===== config.mk =====
export PLATFORM = sky130hd
export DESIGN_NAME = riscv_mc_control
export DESIGN_NICKNAME = d
export VERILOG_FILES = /design/src/rtl/riscv_mc_pkg.sv /design/src/rtl/riscv_mc_alu_decoder.sv /design/src/rtl/riscv_mc_control.sv
export SDC_FILE = /design/constraint.sdc
export NUM_CORES = 1
export LEC_CHECK = 0
export BUFFER_PORTS_ARGS = -buffer_cell sky130_fd_sc_hd__buf_2
export CORE_MARGIN = 2
export CORE_UTILIZATION = 45
export CTS_CLUSTER_SIZE = 30
export DETAILED_ROUTE_END_ITERATION = 8
export GPL_TIMING_DRIVEN = 0
export MAX_ROUTING_LAYER = met4
export PLACE_DENSITY = 0.89
export SLEW_MARGIN = 5
export SYNTH_ARGS = -nofsm -noshare
export SYNTH_HDL_FRONTEND = slang
export SYNTH_HIERARCHICAL = 1
export SYNTH_SLANG_ARGS = --single-unit
export TNS_END_PERCENT = 1

===== constraint.sdc =====
create_clock -name clk -period 1.75 [get_ports clk]
set_clock_uncertainty 0.2 [all_clocks]
set_input_delay 0 -clock clk [delete_from_list [all_inputs] [get_ports clk]]
set_output_delay 0 -clock clk [all_outputs]
set_load 0.02 [all_outputs]

===== src/rtl/riscv_mc_pkg.sv =====
// Shared types and constants for the multi-cycle RV32I controller: state
// encoding, opcodes, ALU operation codes and datapath mux selects.
package riscv_mc_pkg;

  typedef enum logic [3:0] {
    ST_FETCH    = 4'd0,
    ST_DECODE   = 4'd1,
    ST_MEMADR   = 4'd2,
    ST_MEMREAD  = 4'd3,
    ST_MEMWB    = 4'd4,
    ST_MEMWRITE = 4'd5,
    ST_EXECR    = 4'd6,
    ST_EXECI    = 4'd7,
    ST_ALUWB    = 4'd8,
    ST_BRANCH   = 4'd9,
    ST_JAL      = 4'd10,
    ST_HALT     = 4'd11
  } state_e;

  localparam logic [6:0] OP_LOAD   = 7'b0000011;
  localparam logic [6:0] OP_STORE  = 7'b0100011;
  localparam logic [6:0] OP_RTYPE  = 7'b0110011;
  localparam logic [6:0] OP_ITYPE  = 7'b0010011;
  localparam logic [6:0] OP_BRANCH = 7'b1100011;
  localparam logic [6:0] OP_JAL    = 7'b1101111;

  localparam logic [2:0] ALU_ADD  = 3'b000;
  localparam logic [2:0] ALU_SUB  = 3'b001;
  localparam logic [2:0] ALU_AND  = 3'b010;
  localparam logic [2:0] ALU_OR   = 3'b011;
  localparam logic [2:0] ALU_XOR  = 3'b100;
  localparam logic [2:0] ALU_SLT  = 3'b101;
  localparam logic [2:0] ALU_SLTU = 3'b110;

  localparam logic       ADR_PC     = 1'b0;
  localparam logic       ADR_ALUOUT = 1'b1;

  localparam logic [1:0] SRCA_PC    = 2'b00;
  localparam logic [1:0] SRCA_OLDPC = 2'b01;
  localparam logic [1:0] SRCA_RS1   = 2'b10;

  localparam logic [1:0] SRCB_RS2  = 2'b00;
  localparam logic [1:0] SRCB_IMM  = 2'b01;
  localparam logic [1:0] SRCB_FOUR = 2'b10;

  localparam logic [1:0] RES_ALUOUT = 2'b00;
  localparam logic [1:0] RES_RDATA  = 2'b01;
  localparam logic [1:0] RES_ALU    = 2'b10;

  localparam logic [1:0] IMM_I = 2'b00;
  localparam logic [1:0] IMM_S = 2'b01;
  localparam logic [1:0] IMM_B = 2'b10;
  localparam logic [1:0] IMM_J = 2'b11;

  // Carry follows the "no borrow" convention, so unsigned-less-than is !carry.
  function automatic logic branchTaken(input logic [2:0] funct3,
                                       input logic zero, input logic neg,
                                       input logic ovf, input logic carry);
    logic taken;
    taken = 1'b0;
    case (funct3)
      3'b000:  taken = zero;
      3'b001:  taken = !zero;
      3'b100:  taken = neg ^ ovf;
      3'b101:  taken = !(neg ^ ovf);
      3'b110:  taken = !carry;
      3'b111:  taken = carry;
      default: taken = 1'b0;
    endcase
    return taken;
  endfunction

endpackage


===== src/rtl/riscv_mc_alu_decoder.sv =====
// Combinational decode of ALU operation, immediate format and funct legality
// from the instruction fields and the current controller state.
module riscv_mc_alu_decoder
  import riscv_mc_pkg::*;
#(
  parameter int EXT_BRANCHES = 1
) (
  input  state_e     state_i,
  input  logic [6:0] op_i,
  input  logic [2:0] funct3_i,
  input  logic       funct7b5_i,
  output logic [2:0] alu_control_o,
  output logic [1:0] imm_src_o,
  output logic       funct_illegal_o
);

  logic [2:0] aluFunct;
  logic       aluFunctIllegal;
  logic       branchIllegal;

  // Shifts have no ALU code in this core, so funct3 001/101 are rejected.
  always_comb begin
    aluFunct        = ALU_ADD;
    aluFunctIllegal = 1'b0;
    case (funct3_i)
      3'b000:  aluFunct = (state_i == ST_EXECR && funct7b5_i) ? ALU_SUB : ALU_ADD;
      3'b010:  aluFunct = ALU_SLT;
      3'b011:  aluFunct = ALU_SLTU;
      3'b100:  aluFunct = ALU_XOR;
      3'b110:  aluFunct = ALU_OR;
      3'b111:  aluFunct = ALU_AND;
      default: aluFunctIllegal = 1'b1;
    endcase
  end

  always_comb begin
    branchIllegal = 1'b1;
    case (funct3_i)
      3'b000:                               branchIllegal = 1'b0;
      3'b001, 3'b100, 3'b101, 3'b110, 3'b111: branchIllegal = (EXT_BRANCHES == 0);
      default:                              branchIllegal = 1'b1;
    endcase
  end

  always_comb begin
    imm_src_o       = IMM_I;
    funct_illegal_o = 1'b0;
    case (op_i)
      OP_STORE:           imm_src_o = IMM_S;
      OP_BRANCH: begin
        imm_src_o       = IMM_B;
        funct_illegal_o = branchIllegal;
      end
      OP_JAL:             imm_src_o = IMM_J;
      OP_RTYPE, OP_ITYPE: funct_illegal_o = aluFunctIllegal;
      default:            imm_src_o = IMM_I;
    endcase
  end

  always_comb begin
    alu_control_o = ALU_ADD;
    case (state_i)
      ST_BRANCH:          alu_control_o = ALU_SUB;
      ST_EXECR, ST_EXECI: alu_control_o = aluFunct;
      default:            alu_control_o = ALU_ADD;
    endcase
  end

endmodule


===== src/rtl/riscv_mc_control.sv =====
// Multi-cycle Moore controller for the RV32I core: sequences fetch, decode,
// execute, memory and writeback over one shared memory port.
module riscv_mc_control
  import riscv_mc_pkg::*;
#(
  parameter int MEM_HANDSHAKE   = 1,
  parameter int EXT_BRANCHES    = 1,
  parameter int TRAP_ON_ILLEGAL = 1
) (
  input  logic       clk,
  input  logic       rst,
  input  logic [6:0] op,
  input  logic [2:0] funct3,
  input  logic       funct7b5,
  input  logic       alu_zero,
  input  logic       alu_neg,
  input  logic       alu_ovf,
  input  logic       alu_carry,
  input  logic       mem_ready,
  output logic       mem_req,
  output logic       mem_we,
  output logic       adr_src,
  output logic       ir_write,
  output logic       pc_write,
  output logic       reg_write,
  output logic [1:0] alu_src_a,
  output logic [1:0] alu_src_b,
  output logic [1:0] result_src,
  output logic [1:0] imm_src,
  output logic [2:0] alu_control,
  output logic       illegal,
  output logic [3:0] state_dbg
);

  localparam state_e ILLEGAL_NEXT = (TRAP_ON_ILLEGAL != 0) ? ST_HALT : ST_FETCH;

  state_e state_q, state_d;
  logic   illegal_q, illegal_d;

  logic done;
  logic taken;
  logic functIllegal;
  logic memReqS, memWeS, irWriteS, pcWriteS, regWriteS;

  assign done  = (MEM_HANDSHAKE != 0) ? mem_ready : 1'b1;
  assign taken = branchTaken(funct3, alu_zero, alu_neg, alu_ovf, alu_carry);

  riscv_mc_alu_decoder #(
    .EXT_BRANCHES(EXT_BRANCHES)
  ) u_alu_decoder (
    .state_i        (state_q),
    .op_i           (op),
    .funct3_i       (funct3),
    .funct7b5_i     (funct7b5),
    .alu_control_o  (alu_control),
    .imm_src_o      (imm_src),
    .funct_illegal_o(functIllegal)
  );

  always_ff @(posedge clk) begin
    if (rst) begin
      state_q   <= ST_FETCH;
      illegal_q <= 1'b0;
    end else begin
      state_q   <= state_d;
      illegal_q <= illegal_d;
    end
  end

  assign illegal_d = illegal_q | (state_d == ST_HALT);

  always_comb begin
    state_d    = state_q;
    memReqS    = 1'b0;
    memWeS     = 1'b0;
    irWriteS   = 1'b0;
    pcWriteS   = 1'b0;
    regWriteS  = 1'b0;
    adr_src    = ADR_PC;
    alu_src_a  = SRCA_PC;
    alu_src_b  = SRCB_RS2;
    result_src = RES_ALUOUT;
    case (state_q)
      ST_FETCH: begin
        memReqS    = 1'b1;
        alu_src_b  = SRCB_FOUR;
        result_src = RES_ALU;
        if (done) begin
          irWriteS = 1'b1;
          pcWriteS = 1'b1;
          state_d  = ST_DECODE;
        end
      end
      // Decode also precomputes oldPC+imm into ALUOut for branch/jal targets.
      ST_DECODE: begin
        alu_src_a = SRCA_OLDPC;
        alu_src_b = SRCB_IMM;
        case (op)
          OP_LOAD, OP_STORE: state_d = ST_MEMADR;
          OP_RTYPE:          state_d = ST_EXECR;
          OP_ITYPE:          state_d = ST_EXECI;
          OP_BRANCH:         state_d = ST_BRANCH;
          OP_JAL:            state_d = ST_JAL;
          default:           state_d = ILLEGAL_NEXT;
        endcase
        if (functIllegal) state_d = ILLEGAL_NEXT;
      end
      ST_MEMADR: begin
        alu_src_a = SRCA_RS1;
        alu_src_b = SRCB_IMM;
        state_d   = (op == OP_LOAD) ? ST_MEMREAD : ST_MEMWRITE;
      end
      ST_MEMREAD: begin
        memReqS = 1'b1;
        adr_src = ADR_ALUOUT;
        if (done) state_d = ST_MEMWB;
      end
      ST_MEMWB: begin
        result_src = RES_RDATA;
        regWriteS  = 1'b1;
        state_d    = ST_FETCH;
      end
      ST_MEMWRITE: begin
        memReqS = 1'b1;
        memWeS  = 1'b1;
        adr_src = ADR_ALUOUT;
        if (done) state_d = ST_FETCH;
      end
      ST_EXECR: begin
        alu_src_a = SRCA_RS1;
        alu_src_b = SRCB_RS2;
        state_d   = ST_ALUWB;
      end
      ST_EXECI: begin
        alu_src_a = SRCA_RS1;
        alu_src_b = SRCB_IMM;
        state_d   = ST_ALUWB;
      end
      ST_ALUWB: begin
        regWriteS = 1'b1;
        state_d   = ST_FETCH;
      end
      ST_BRANCH: begin
        alu_src_a = SRCA_RS1;
        alu_src_b = SRCB_RS2;
        pcWriteS  = taken;
        state_d   = ST_FETCH;
      end
      // ALUWB then writes rd from the oldPC+4 latched here.
      ST_JAL: begin
        alu_src_a = SRCA_OLDPC;
        alu_src_b = SRCB_FOUR;
        pcWriteS  = 1'b1;
        state_d   = ST_ALUWB;
      end
      ST_HALT: state_d = ST_HALT;
      default: state_d = ST_FETCH;
    endcase
  end

  // Reset suppresses every side effect, including an access in mid-wait.
  assign mem_req   = memReqS & ~rst;
  assign mem_we    = memWeS & memReqS & ~rst;
  assign ir_write  = irWriteS & ~rst;
  assign pc_write  = pcWriteS & ~rst;
  assign reg_write = regWriteS & ~rst;
  assign illegal   = illegal_q;
  assign state_dbg = state_q;

endmodule


# [Word-level counts from Yosys, hierarchy flattened]
# Index checks and enable logic that the tools add are counted.
[totals] in_bits=18 output_inout_bits=22 reg_bits=5
[classes] n_eq_ne=25 n_bitwise=9 n_reduce_logical=19 mux=25
[op_table] operator="4-bit one-hot mux with 7 select lines" n=1
[op_table] operator="4-bit == test (second input constant)" n=5
[op_table] operator="4-bit one-hot mux with 5 select lines" n=1
[op_table] operator="3-bit one-hot mux with 6 select lines" n=1
[op_table] operator="4-bit by 3-bit == test with 1-bit output (second input constant)" n=4
[op_table] operator="4-bit 2-to-1 mux" n=4
[op_table] operator="7-bit by 6-bit == test with 1-bit output (second input constant)" n=2
[op_table] operator="7-bit == test (second input constant)" n=2
[op_table] operator="2-bit OR reduction" n=7
[op_table] operator="3-bit == test (second input constant)" n=4
[op_table] operator="2-bit one-hot mux with 2 select lines" n=3
[op_table] operator="6-bit OR reduction" n=2
[op_table] operator="1-bit 2-to-1 mux" n=9
[op_table] operator="3-bit OR reduction" n=3
[op_table] operator="4-bit by 2-bit == test with 1-bit output (second input constant)" n=2
[op_table] operator="7-bit by 2-bit == test with 1-bit output (second input constant)" n=1
[op_table] operator="7-bit by 5-bit == test with 1-bit output (second input constant)" n=1
[op_table] operator="1-bit bitwise AND" n=6
[op_table] operator="3-bit by 2-bit == test with 1-bit output (second input constant)" n=2
[op_table] operator="1-bit one-hot mux with 6 select lines" n=1
[op_table] operator="2-bit one-hot mux with 3 select lines" n=1
[op_table] operator="3-bit one-hot mux with 2 select lines" n=1
[op_table] operator="4-bit by 1-bit == test with 1-bit output (second input constant)" n=1
[op_table] operator="4-bit zero test" n=1
[op_table] operator="other kinds (11)" n=13

# [Longest topological paths before layout]
# Gate-level depths: netlist of run 1.
[depth] depth_word=8 mapped_depth=7

# [Cells and area by module]
# Netlist of run 1, hierarchy kept.
[by_module_without_submodules] module="riscv_mc_control" seq_area_each_um2=100.1 area_each_um2=670.6 cells_per_inst=91 instances=1
[by_module_without_submodules] module="riscv_mc_alu_decoder" seq_area_each_um2=0.0 area_each_um2=142.6 cells_per_inst=22 instances=1

# [Least setup slack after synthesis of run 1]
# No wires, ideal clock.
[synth_timing] path_kind="reg-to-reg" from="register state_q[1], in the netlist state_dbg[1]" to="register illegal_q, in the netlist illegal" arrival_ns=1.432 stages_incl_launch_ff=7 n_path_buf=1 path_slack_ns=0.030 setup_ns=0.088 path_cell_list="dfxtp_1 > buf_4 > nand3b_1 > o31a_1 > o32ai_2 > a21oi_1 > o32ai_2"
[synth_via] elab_chain_cells=5
[synth_lines] item="start, declared" line="riscv_mc_control.sv:37" text="state_e state_q, state_d;"
[synth_lines] item="start signal, assigned" line="riscv_mc_control.sv:65" text="state_q <= state_d;"
[synth_lines] item="4-bit == test / 4-bit by 3-bit == test with 1-bit output (equally long branches)" line="riscv_mc_control.sv:83" text="case (state_q)"
[synth_lines] item="3-bit OR reduction (no source line)"
[synth_lines] item="4-bit one-hot mux with 7 select lines (*)" line="riscv_mc_control.sv:83"
[synth_lines] item="4-bit == test (*)" line="riscv_mc_control.sv:70" text="assign illegal_d = illegal_q | (state_d == ST_HALT);"
[synth_lines] item="1-bit bitwise OR (*)" line="riscv_mc_control.sv:70"
[synth_lines] item="end signal, assigned" line="riscv_mc_control.sv:66" text="illegal_q <= illegal_d;"
[synth_lines] item="end, declared" line="riscv_mc_control.sv:38" text="logic illegal_q, illegal_d;"
# Mark *: on every way between the ends. The rest lies on a longest branch, timed or not.
# A chain may end at the register's enable or synchronous reset.

# [Worst setup path after layout of run 1]
[layout_timing] from="register state_q[2], in the netlist state_dbg[2]" to="output pc_write"
[layout_via] elab_chain_cells=3
[layout_lines] item="4-bit == test / 4-bit zero test (equally long branches)" line="riscv_mc_control.sv:83"
[layout_lines] item="1-bit one-hot mux with 3 select lines (*)" line="riscv_mc_control.sv:83"
[layout_lines] item="1-bit bitwise AND (*)" line="riscv_mc_control.sv:165" text="assign pc_write = pcWriteS & ~rst;"
[layout_lines] item="end, declared" line="riscv_mc_control.sv:24" text="output logic pc_write,"
# Marked as above.

==> flow_metrics.py, run 1 <==
metrics = {
    "die": {
        "die_area_um2": 2160,
        "rows": 15,
        "core_um2": 1710,
        "io_pins": 40,
        "initial_core_util_pct": 47.6,
        "die_height_um": 46.5,
        "fp.dieW_um": 46.5,
    },
    "min_path": {
        "worstHoldPathType": "input port to flip-flop",
        "hold_path_depth": 4,
        "worstHoldStart": "op[5]",
        "min_to": "state_dbg[1]$_SDFF_PP0_",
    },
    "synth": {
        "syn-cell-area_um2": 813,
        "synthCells": 113,
        "synth_seq_area_share_pct": 12.3,
        "synthArstFlopShare_pct": 0,
        "synth_nets": 131,
        "synth_edf_count": 0,
        "synth_seq_cells": 5,
        "yosys_most_used_dff": "dfxtp_1",
        "synth_area_per_cell_um2": 7.20,
        "synthDistinctLibCells": 43,
        "yosys_warnings": 6,
    },
    "route": {
        "ant_nets": 0,
        "drcViolationCount": 0,
        "drt_pass1_iterations": 4,
        "num_vias": 1003,
        "routed_wirelength_mm": 2.32,
        "routedWlPerCell_um": 12.8,
        "viasPerCell": 5.54,
        "first_iter_violations": 29,
    },
    "global_routing": {
        "grt_max_degree": 11,
        "grt_antenna_before_repair": 0,
        "grt_pass1_wl_mm": 3.64,
        "grt_pass1_vias": 895,
        "grt.total_usage_pct": 23.8,
        "overflow": 0,
    },
    "cells_and_area": {
        "fillers": 157,
        "final_layout_size_suffix_gt1_share_pct": 39.7,
        "fin_nets": 175,
        "area_growth_pct": 36.2,
        "antennaDiodeCount": 0,
        "final_util_pct": 64.8,
    },
    "sta": {
        "slew_violations": 0,
        "min_period_ps": 1690,
        "finalHoldViolations": 0,
        "setup_violations": 0,
        "fin_setup_tns_ps": 0,
        "hold_slack_ps": 16.6,
        "rsz0062_at_grt": "yes",
        "fin_crit_sh_pct": 96.3,
        "worst_pin_slew_ps": 407,
        "max_slew_margin_pct": 72.9,
        "setup_slack_ps": 64.1,
        "max_freq_ghz": 0.593,
    },
    "power": {
        "sequentialPowerShare_pct": 15.9,
        "sw_frac_of_total_pct": 54.0,
        "combPwrFrac_pct": 74.6,
        "peakVddDrop_uv": 842,
        "power.density_nw_per_um2": 1320,
        "clock_power_share_pct": 9.4,
        "p_int_uw": 671,
        "p_total_mw": 1.46,
        "p_switching_uw": 788,
        "p_leak_nw": 0.488,
    },
    "cts": {
        "cts_tree": "yes",
        "htreeDepth": 1,
        "clkLatencyLatePin_ps": 250,
        "cts_setup_buffers": 0,
        "clock_path_buffers": 2,
        "numCtsBuffers": 3,
        "clk_pin_slew_ps": 50,
        "cts-root-buf": "clkbuf_4",
        "numClockSinks": 5,
    },
    "placement": {
        "io_buffer_count": 38,
        "dp.final_hpwl_mm": 1.81,
        "place_ws_ps": -72.2,
        "gp_congestion": 0.877,
    },
    "setup_path": {
        "worstReg2RegEnd": "illegal$_SDFF_PP0_",
        "cp-end-kind": "output pin",
        "critPathRequiredTime_ps": 1550,
        "worst-path-max-fanout": 10,
        "cp.arrival_ps": 1490,
        "criticalPathCategory": "flip-flop to output pin",
        "reg2reg_setup_slack_ps": 70,
        "r2r-start": "state_dbg[3]$_SDFF_PP0_",
        "reg2regPathDepth": 6,
        "start_kind": "flip-flop",
    },
    "run": {
        "maxCapViolCount": 0,
    },
    "outcome": {
        "status": "complete, no violations",
    },
}
==> what timing repair did <==
action	CTS	global route
endpoints found under the setup margin	6	4
resized for setup	7	5
gates cloned	0	0
endpoints found under the hold margin	2	0
hold buffers	1	0
pin swaps	0	2
==> power groups by stage <==
stage	Sequential (mW)	Clock [mW]	Combinational (mW)
6_report	0.232	0.138	1.09
5_1_grt	0.240	0.148	1.17
4_1_cts	0.225	0.141	1.07
3_5_place_dp	0.214	0	1.04
3_3_place_gp	0.211	0	1.00
2_1_floorplan	0.240	0	0.712
==> logic make-up after synthesis <==
| logic type | after synthesis | share of synthesized area, % |
|---|---|---|
| AND/OR/NAND/NOR | 61 | 44.9 |
| AO/OA/AOI/OAI | 25 | 21.8 |
| buffers and inverters | 10 | 7.08 |
| XOR/XNOR | 7 | 7.54 |
| multiplexers | 5 | 6.31 |
| flip-flops | 5 | 12.3 |
==> worst max-delay path by stage <==
stage                                 start                 end  slack (ps)
floorplan           state_dbg[1]$_SDFF_PP0_  illegal$_SDFF_PP0_          30
global placement    state_dbg[1]$_SDFF_PP0_  illegal$_SDFF_PP0_           6
detailed placement  state_dbg[1]$_SDFF_PP0_  illegal$_SDFF_PP0_         -70
CTS                 state_dbg[1]$_SDFF_PP0_  illegal$_SDFF_PP0_         -20
global route        state_dbg[3]$_SDFF_PP0_  illegal$_SDFF_PP0_         -20
finish              state_dbg[2]$_SDFF_PP0_            pc_write          60
==> worst max-delay path, stage by stage, from the launching register on <==
cell and delay (ps):
dfxtp_4 420, buf_8 150, nor2_1 70, and3_1 210, a31oi_1 140, o21ai_1 80, buf_2 160
==> state kept, by name (all words and copies together) (netlist names) <==
name       flops
illegal        1
state_dbg      4
==> metal layers <==
metal | GRT usage [%] | routed length (µm)
met5 | - | 0
met4 | 9.71 | 56
met3 | 3.92 | 134
met2 | 39.2 | 1140
met1 | 28.4 | 995
==> area by class of cell <==
cell class | count | area (µm²) | share of cell area, %
Tap cell | 25 | 31.3 | 2.82
Clock buffer | 4 | 26.3 | 2.37
Timing Repair Buffer | 39 | 200 | 18.1
Inverter | 4 | 15.0 | 1.36
Buffer | 6 | 50.0 | 4.52
Sequential cell | 5 | 110 | 9.94
Multi-Input combinational cell | 98 | 674 | 60.9
==> Yosys cell counts (3+ instances only) <==
master | count | share of area, %
nor2_1 | 15 | 6.9
xnor2_1 | 4 | 4.3
nand2_1 | 8 | 3.7
nand2b_1 | 3 | 2.3
or3_1 | 3 | 2.3
nor4_1 | 3 | 2.3
xor2_1 | 3 | 3.2
nand3b_1 | 3 | 2.8
a21oi_1 | 8 | 4.9
nor2b_1 | 5 | 3.8
mux2i_1 | 4 | 4.9
dfxtp_1 | 5 | 12
nor3_1 | 7 | 4.3
==> per-stage QoR <==
stage          instances  instance area (µm²)
2_1_floorplan        113                  813
3_5_place_dp         176                 1030
6_report             181                 1110
3_3_place_gp         176                 1030
5_1_grt              181                 1110
4_1_cts              181                 1090
==> layout by cell type (no fill, tap or decap), types with 2 or more instances in the layout <==
cell type,n
a31oi_1,2
nand3_1,2
clkbuf_4,3
o32ai_2,2
nor3_1,7
a21oi_1,8
dfxtp_4,2
buf_2,38
inv_1,2
nand3b_1,3
o21a_1,2
buf_4,2
clkbuf_1,2
inv_2,2
xor2_1,3
o21ai_0,2
nor4_1,3
mux2i_1,4
nand2b_1,3
nand4bb_1,2
nand2_1,8
o31ai_1,2
nor2b_1,4
xnor2_1,4
nor2_1,15
or3_1,3
dfxtp_2,2
No activity file was read; power rests on OpenSTA's default activity.
==> inputs of run 2 (changes only) <==
CORE_MARGIN = 5   (was 2)
==> run 2 against run 1 <==
Net effect: the run now ends with negative setup slack left; cell area up 4.7%; setup slack worse by 150 ps; cell count up 2.2%; die area increased by 27%; flip-flop and latch count is the same; critical path depth rose by 1; via count up 9.6%; core utilization rose by 2.3 points; hold slack improved by 6.0 ps; highest routed layer unchanged.
==> flow_metrics.py, run 2 (synthesis results as in run 1) <==
metrics = {
    "sta": {
        "max_slew_margin_pct": 72.8,
        "fin_crit_sh_pct": 105,
        "rsz0062_at_grt": "yes",
        "setup_slack_ps": -85.1,
        "max_freq_ghz": 0.545,
        "finalHoldViolations": 0,
        "setup_violations": 1,
        "min_period_ps": 1840,
        "worst_pin_slew_ps": 409,
        "slew_violations": 0,
    },
    "cells_and_area": {
        "largest_register_ffs": 4,
        "fin_cells": 185,
        "area_growth_pct": 42.6,
        "layout_common_cells": "38 x buf_2, 15 x nor2_1, 8 x nand2_1, 8 x a21oi_1, 7 x nor3_1",
        "layout_commonest_cell": "buf_2",
        "fin_nets": 179,
        "fillers": 146,
        "final_layout_size_suffix_gt1_share_pct": 41.3,
        "fin_area_um2": 1160,
        "antennaDiodeCount": 0,
    },
    "setup_path": {
        "critPathCapture": "state_dbg[1]$_SDFF_PP0_",
        "cp-end-kind": "flip-flop",
        "worst-path-max-fanout": 6,
        "start_kind": "flip-flop",
        "reg2reg_setup_slack_ps": -90,
        "critPathMaxStageDelay_ps": 410,
        "crit_chain": "buf_6 > nor4b_4 > o41ai_2 > o31ai_1 > nor2_2 > buf_4 > nor2b_1",
        "worstReg2RegEnd": "state_dbg[1]$_SDFF_PP0_",
        "reg2regPathDepth": 7,
        "criticalPathCategory": "flip-flop to flip-flop",
        "startpoint": "state_dbg[2]$_SDFF_PP0_",
        "cp.arrival_ps": 1790,
        "cpMaxStageDelayCell": "nor4b_4",
        "r2r-start": "state_dbg[2]$_SDFF_PP0_",
        "critPathRequiredTime_ps": 1700,
    },
    "cts": {
        "cts-root-buf": "clkbuf_4",
        "clk_pin_slew_ps": 40,
        "numCtsBuffers": 3,
        "numClockSinks": 5,
        "cts_tree": "yes",
        "clock_path_buffers": 2,
        "clkLatencyLatePin_ps": 240,
        "htreeDepth": 1,
    },
    "route": {
        "drt_pass1_iterations": 4,
        "viasPerCell": 5.94,
        "routedWlPerCell_um": 14.5,
        "drcViolationCount": 0,
        "num_vias": 1099,
        "routed_wirelength_mm": 2.68,
        "first_iter_violations": 47,
        "ant_nets": 0,
    },
    "die": {
        "rows": 15,
        "fp.dieW_um": 52.5,
        "die_area_um2": 2760,
        "initial_core_util_pct": 47.1,
        "io_pins": 40,
        "die_height_um": 52.5,
        "core_um2": 1730,
    },
    "min_path": {
        "hold_path_depth": 5,
        "worstHoldPathType": "input port to flip-flop",
    },
    "power": {
        "peakVddDrop_uv": 784,
        "p_leak_nw": 0.513,
        "power.density_nw_per_um2": 1340,
    },
    "placement": {
        "place_area_um2": 1030,
        "dp.final_hpwl_mm": 1.87,
        "gp_congestion": 0.797,
        "dpl.cell_count": 176,
        "io_buffer_count": 38,
    },
    "outcome": {
        "status": "finished with violations",
        "violations": "negative setup slack",
    },
    "global_routing": {
        "grt_antenna_before_repair": 0,
        "grt_pass1_wl_mm": 4.14,
        "grt_max_degree": 11,
        "overflow": 0,
        "grt.total_usage_pct": 19.7,
        "grt_pass1_vias": 986,
    },
    "run": {
        "maxCapViolCount": 0,
    },
}
==> run 2: changes by cell type in the layout (fill, tap and decap cells not counted) <==
| cell | before | now |
|---|---|---|
| buf_6 | 1 | 3 |
| dfxtp_2 | 2 | 0 |
| buf_4 | 2 | 3 |
| buf_8 | 1 | 2 |
| dfxtp_1 | 1 | 2 |
| dfxtp_4 | 2 | 3 |
| nor4_1 | 3 | 2 |
| nor4_2 | 1 | 2 |
==> run 2: worst min path at each step <==
stage / from / end / slack (ps)
after global routing: op[5] / state_dbg[2]$_SDFF_PP0_ / 50
final: mem_ready / state_dbg[0]$_SDFF_PP0_ / 20
after floorplan: op[6] / imm_src[1] / -80
after detailed placement: funct3[0] / alu_control[0] / 190
after global placement: funct3[0] / alu_control[0] / 180
after CTS: mem_ready / state_dbg[0]$_SDFF_PP0_ / 10
==> run 2: per-stage QoR <==
step | setup TNS (ps) | setup slack, ps | hold slack, ps | utilization, % | total power [mW]
global route | -221 | -137 | 50.7 | 67.2 | 1.66
CTS | 0 | 15.7 | 12.4 | 63.2 | 1.43
detailed placement | -8.27 | -8.27 | 195 | 59.9 | 1.25
floorplan | 0 | 29.6 | -78.0 | - | 0.952
finish | -85.1 | -85.1 | 22.6 | 67.2 | 1.56
global placement | 0 | 9.06 | 178 | 59.9 | 1.21
==> run 2: cell type report <==
class	instances	area, µm²	area share [%]
timing repair buffer	43	234	20.2
tap	25	31.3	2.70
multi-input combinational	98	681	58.7
buffer	6	61.3	5.29
clock buffer	4	26.3	2.27
sequential	5	111	9.60
inverter	4	15.0	1.29
==> run 2: worst max-delay path: cells and delay by family, from the launching register on <==
| family | cells | cell delay [ps] |
|---|---|---|
| flip-flops | 1 | 370 |
| AO/OA/AOI/OAI | 2 | 240 |
| buffers and inverters | 2 | 270 |
| AND/OR/NAND/NOR | 3 | 660 |
==> run 2: power breakdown <==
part           switching [mW]  internal (mW)
combinational           0.712          0.485
clock                  0.0449         0.0861
sequential             0.0674          0.164
total                   0.824          0.735
==> run 2: layer usage <==
layer / vias to the layer above / global-route usage, % / routed length, µm
met2: 62 / 33.1 / 1390
met3: 13 / 4.27 / 237
met1: 510 / 22.6 / 985
li1: 514 / - / -
met5: - / - / 0
met4: 0 / 8.09 / 69
==> run 2: what timing repair did <==
item / in CTS / in global routing
hold buffers: 1 / 0
resized for setup: 7 / 10
pin swaps: 0 / 4
buffers inserted: 0 / 4
endpoints found under the hold margin: 2 / 0
setup endpoints to repair: 4 / 5
